==> src/rtl/input_pkg.sv <==
// rtl/input_pkg.sv - shared source encodings, arbiter state and priority helpers
//
// Contents:
//   SRC_PS2 / SRC_IR / SRC_NES  source encodings driven on Choice
//   arb_state_t                 arbiter state (IDLE: no owner, OWN: one source granted)
//   PRIO_ORDER                  packed priority list, slot 0 = highest priority
//   highest_active()            pick the highest-priority active source
//   map_manual()                fold ManualChoice onto the legal Choice set

package input_pkg;

    localparam logic [1:0] SRC_PS2 = 2'd0;
    localparam logic [1:0] SRC_IR  = 2'd1;
    localparam logic [1:0] SRC_NES = 2'd2;

    typedef enum logic {
        ST_IDLE = 1'b0,
        ST_OWN  = 1'b1
    } arb_state_t;

    // Slot 0 (bits 1:0) is the highest priority: NES, then PS/2, then IR.
    localparam logic [5:0] PRIO_ORDER = {SRC_IR, SRC_PS2, SRC_NES};

    // act is indexed by source encoding; bit 3 is never a real source.
    // Walks from lowest to highest priority so the highest active one wins.
    function automatic logic [1:0] highest_active(input logic [3:0] act);
        logic [1:0] sel;
        logic [1:0] cand;
        sel = SRC_NES;
        for (int i = 2; i >= 0; i--) begin
            cand = PRIO_ORDER[2*i +: 2];
            if (act[cand]) begin
                sel = cand;
            end
        end
        return sel;
    endfunction

    // Codes 2 and 3 both mean the NES/SNES port.
    function automatic logic [1:0] map_manual(input logic [1:0] req);
        return (req == 2'd3) ? SRC_NES : req;
    endfunction

endpackage

==> src/rtl/idle_timer.sv <==
// rtl/idle_timer.sv - saturating inactivity counter with terminal-count flag
//
// Ports:
//   clk     in  system clock
//   clear   in  synchronous clear, dominant over enable
//   enable  in  advance the count by one (holds at the terminal value)
//   tc      out count has reached TIMEOUT_CYCLES-1

module idle_timer #(
    parameter int TIMEOUT_CYCLES = 8
) (
    input  logic clk,
    input  logic clear,
    input  logic enable,
    output logic tc
);

    localparam int W = (TIMEOUT_CYCLES > 2) ? $clog2(TIMEOUT_CYCLES) : 1;
    localparam logic [W-1:0] LAST = W'(TIMEOUT_CYCLES - 1);

    logic [W-1:0] count;

    always_ff @(posedge clk) begin
        if (clear) begin
            count <= '0;
        end else if (enable && (count != LAST)) begin
            count <= count + 1'b1;
        end
    end

    assign tc = (count == LAST);

endmodule

==> src/rtl/input_source_arbiter.sv <==
// rtl/input_source_arbiter.sv - grants one of PS/2, IR, NES to the input decoder
//
// Ports:
//   CLK, RST                  clock, synchronous active-high reset
//   Manual, ManualChoice      manual source selection (3 maps to NES)
//   PDir/IDir/NDir            {Up,Down,Left,Right} per source
//   PReadable/IReadable/NReadable  per-source data valid
//   Choice                    registered source select (0 PS/2, 1 IR, 2 NES)
//   Owned                     registered, a source currently holds the grant
//   Switched                  registered one-cycle pulse when Choice changes

module input_source_arbiter
    import input_pkg::*;
#(
    parameter int TIMEOUT_CYCLES = 8
) (
    input  logic       CLK,
    input  logic       RST,
    input  logic       Manual,
    input  logic [1:0] ManualChoice,
    input  logic [3:0] PDir,
    input  logic [3:0] IDir,
    input  logic [3:0] NDir,
    input  logic       PReadable,
    input  logic       IReadable,
    input  logic       NReadable,
    output logic [1:0] Choice,
    output logic       Owned,
    output logic       Switched
);

    arb_state_t state;

    // Both vectors are indexed by source encoding so Choice selects directly.
    logic [3:0] readable;
    logic [3:0] active;

    assign readable = {1'b0, NReadable, IReadable, PReadable};
    assign active   = readable & {1'b0, |NDir, |IDir, |PDir};

    logic       any_active;
    logic [1:0] grant_src;
    logic [1:0] manual_src;
    logic       owner_readable;
    logic       owner_active;

    assign any_active     = |active;
    assign grant_src      = highest_active(active);
    assign manual_src     = map_manual(ManualChoice);
    assign owner_readable = readable[Choice];
    assign owner_active   = active[Choice];

    // The timer only runs while an owner is present, readable and idle.
    // Hitting terminal count clears it on the same edge the grant is dropped.
    logic timing;
    logic timer_tc;

    assign timing = !Manual && (state == ST_OWN) && owner_readable && !owner_active;

    idle_timer #(
        .TIMEOUT_CYCLES (TIMEOUT_CYCLES)
    ) u_idle_timer (
        .clk    (CLK),
        .clear  (RST || !timing || timer_tc),
        .enable (timing),
        .tc     (timer_tc)
    );

    always_ff @(posedge CLK) begin
        if (RST) begin
            state    <= ST_IDLE;
            Choice   <= SRC_NES;
            Owned    <= 1'b0;
            Switched <= 1'b0;
        end else begin
            Switched <= 1'b0;
            if (Manual) begin
                // Manual mode keeps the FSM parked so leaving it starts a
                // fresh arbitration round from IDLE.
                state    <= ST_IDLE;
                Choice   <= manual_src;
                Owned    <= readable[manual_src];
                Switched <= (manual_src != Choice);
            end else begin
                case (state)
                    ST_IDLE: begin
                        if (any_active) begin
                            state    <= ST_OWN;
                            Choice   <= grant_src;
                            Owned    <= 1'b1;
                            Switched <= (grant_src != Choice);
                        end else begin
                            Owned <= 1'b0;
                        end
                    end
                    ST_OWN: begin
                        // No pre-emption: other sources are not looked at
                        // until the owner lets go and one IDLE cycle passes.
                        if (!owner_readable) begin
                            state <= ST_IDLE;
                            Owned <= 1'b0;
                        end else if (!owner_active && timer_tc) begin
                            state <= ST_IDLE;
                            Owned <= 1'b0;
                        end else begin
                            Owned <= 1'b1;
                        end
                    end
                    default: begin
                        state <= ST_IDLE;
                        Owned <= 1'b0;
                    end
                endcase
            end
        end
    end

endmodule

==> config.mk <==
export PLATFORM = sky130hd
export DESIGN_NAME = input_source_arbiter
export DESIGN_NICKNAME = d
export VERILOG_FILES = /design/src/rtl/input_pkg.sv /design/src/rtl/idle_timer.sv /design/src/rtl/input_source_arbiter.sv
export SDC_FILE = /design/constraint.sdc
export NUM_CORES = 1
export LEC_CHECK = 0
export BUFFER_PORTS_ARGS = -buffer_cell sky130_fd_sc_hd__buf_4
export CAP_MARGIN = 20
export CORE_MARGIN = 4
export CORE_UTILIZATION = 38
export DETAILED_ROUTE_END_ITERATION = 6
export GPL_TIMING_DRIVEN = 0
export PLACE_DENSITY = 0.67
export SLEW_MARGIN = 10
export SYNTH_ARGS = -nofsm -noshare
export SYNTH_HDL_FRONTEND = slang
export SYNTH_SLANG_ARGS = --single-unit
==> constraint.sdc <==
create_clock -name CLK -period 4.4 [get_ports CLK]
set_input_delay 0.66 -clock CLK [delete_from_list [all_inputs] [get_ports CLK]]
set_output_delay 0.66 -clock CLK [all_outputs]
set_load 0.03 [all_outputs]
==> results.py <==
metrics = {
    "sta": {
        "fmax_mhz": 501,
        "setup_ws_ns": 2.40,
        "min_period_ns": 2.00,
        "max_slew_margin": 0.453,
        "tightest_slew_ns": 0.809,
        "slew_violations": 0,
        "setup-tns-final_ns": 0,
        "fin_crit_sh": 0.454,
        "rsz0062_at_grt": "false",
        "finalSetupViolations": 0,
        "clock_skew_ns": 0.00439,
        "hold_viol": 0,
    },
    "layout": {
        "final_common_cell": "buf_4",
        "utilization": 0.575,
        "syn_to_final_growth_pct": 39.4,
        "antenna_cells": 0,
        "final_cell_mix": "buf_4, dfxtp_1, nor2_1, a21oi_1",
        "fillers": 125,
        "nets": 115,
        "drive_gt1_frac": 0.330,
    },
    "global_route": {
        "grt_pass1_vias": 538,
        "overflow": 0,
        "grt_max_degree": 10,
        "grt_pass1_wl_mm": 2.28,
        "grtUsageTotal": 0.151,
        "grt_antenna_before_repair": 0,
    },
    "power": {
        "peakVddDrop_uv": 183,
        "p_leak_nw": 0.338,
        "p_per_area_nw_per_um2": 258,
    },
    "die": {
        "io_pins": 24,
        "placementRows": 13,
        "initial_utilization": 0.412,
        "fp.coreArea_um2": 1320,
        "die_h_um": 45.8,
        "dieArea_um2": 2100,
        "die_x_um": 45.8,
    },
    "synth": {
        "ys_types": 30,
        "ys_ff_latch": 8,
        "yosysSeqAreaShare": 0.295,
        "syn_area_um2": 543,
        "syn_area_per_cell_um2": 8.35,
        "yosys_warnings": 0,
        "postSynthCellCount": 65,
        "syn-num-nets": 87,
    },
    "clock_tree": {
        "cts_hold_buffers": 0,
        "cts_buffer_depth": 2,
        "cts_resized": 0,
        "cts_tree": "built",
        "cts_buffers": 3,
        "cts_root_buffer": "clkbuf_4",
        "post_cts_buffers": 0,
        "cts_sinks": 8,
        "clkTransAtPathRegs_ns": 0.06,
        "h-tree-depth": 1,
        "clk_latency_ns": 0.25,
    },
    "routing": {
        "drtIter0Drc": 5,
        "avgRoutedWirePerCell_um": 12.7,
        "drt_wl_total_mm": 1.35,
        "drtAntennaViolNets": 0,
        "vias": 578,
        "firstDrtPassIters": 4,
        "drt_drc_violations_left": 0,
        "vias_per_cell": 5.45,
    },
    "setup_path": {
        "reg2reg_slack_ns": 2.83,
        "crit_path_end_kind": "flip-flop",
        "worstPathMaxFanout": 3,
        "timing.rr.start": "Choice[1]",
        "critPathArrivalTime_ns": 2.19,
        "crit_type": "in -> reg",
        "critPathRequiredTime_ns": 4.59,
        "rr_endpoint": "u_idle_timer.count[0]",
        "start_kind": "input port",
        "reg2reg_depth": 4,
    },
    "placement": {
        "place_ws_ns": 2.14,
        "gp_congestion": 0.778,
        "portBuffers": 23,
    },
    "outcome": {
        "status": "finished, final reports clean",
    },
    "worst_hold_path": {
        "worst_hold_path_type": "reg -> reg",
        "whs_path_depth": 1,
        "hp-start": "u_idle_timer.count[0]",
        "hold_end": "u_idle_timer.count[0]",
    },
    "run": {
        "max_cap_viol_count": 0,
    },
}
[area by class of cell]
class	instances	area [um^2]	area share
Buffer	1	7.51	0.00992
Tap cell	15	18.8	0.0248
Multi-Input combinational cell	52	360	0.476
Sequential cell	8	160	0.212
Clock buffer	3	22.5	0.0298
Inverter	4	15.0	0.0198
Timing Repair Buffer	23	173	0.228
[per-stage QoR]
stage	total power [mW]	hold slack (ns)	instances	area, um^2
2_1_floorplan	0.112	0.396	65	543
3_3_place_gp	0.139	0.410	103	734
3_5_place_dp	0.140	0.417	103	734
4_1_cts	0.198	0.425	106	757
5_1_grt	0.207	0.443	106	757
6_report	0.195	0.423	106	757
[worst max-delay path: stages]
cell    delay (ns)
buf_4         0.11
or4_1         0.51
a32o_1        0.28
or4b_4        0.53
nor2_1        0.10
[registers in the layout, indices dropped and copies added (netlist names)]
| name | cells |
|---|---|
| Owned | 1 |
| u_idle_timer.count | 3 |
| Choice | 2 |
| state | 1 |
| Switched | 1 |
[kinds of logic after synthesis]
kind of cell / after synthesis / synth area share
AO/OA/AOI/OAI: 24 / 0.316
multiplexers: 2 / 0.0369
AND/OR/NAND/NOR: 23 / 0.249
adder cells (fa/ha/maj): 2 / 0.0461
XOR/XNOR: 1 / 0.0161
flip-flops: 8 / 0.295
buffers and inverters: 5 / 0.0415
[report_power, final]
part / total [mW] / internal (mW) / switching (mW)
Combinational: 0.0577 / 0.0291 / 0.0286
Sequential: 0.0808 / 0.0767 / 0.00411
Clock: 0.0565 / 0.0312 / 0.0253
[worst max path at each step]
stage,from,end,slack [ns],depth (start not counted)
after floorplan,IDir[1],u_idle_timer.count[0],2.31,4
after global placement,IDir[1],u_idle_timer.count[0],2.14,5
after detailed placement,IDir[1],u_idle_timer.count[0],2.14,5
after CTS,IDir[1],u_idle_timer.count[0],2.41,5
after global routing,PDir[1],Owned,2.29,5
final,IDir[1],u_idle_timer.count[0],2.40,5
[cell usage after synthesis (all sizes together)]
master | count | area [um^2]
and3b | 1 | 8.76
a32o | 1 | 10.0
dfxtp | 8 | 160
o2111ai | 1 | 8.76
ha | 2 | 25.0
nor2b | 1 | 13.8
o22a | 1 | 8.76
a21oi | 5 | 25.0
or4b | 1 | 13.8
nor3 | 1 | 5.00
xnor2 | 1 | 8.76
nor4 | 1 | 6.26
buf | 1 | 7.51
nand2 | 3 | 11.3
a21o | 1 | 7.51
o22ai | 1 | 6.26
o211ai | 2 | 15.0
nor3b | 1 | 7.51
nor2 | 8 | 30.0
nand3 | 1 | 5.00
or4 | 2 | 15.0
o21ai | 4 | 20.0
o21bai | 2 | 15.0
nand2b | 3 | 18.8
a31oi | 1 | 6.26
o41ai | 3 | 33.8
mux2i | 2 | 20.0
a211oi | 2 | 15.0
inv | 4 | 15.0
[routing by layer]
metal	routed length [um]	track usage
met4	0	0.0341
met5	0	0
met1	586	0.172
met2	662	0.259
met3	97	0.0632
(Power assumes the default switching activity.)
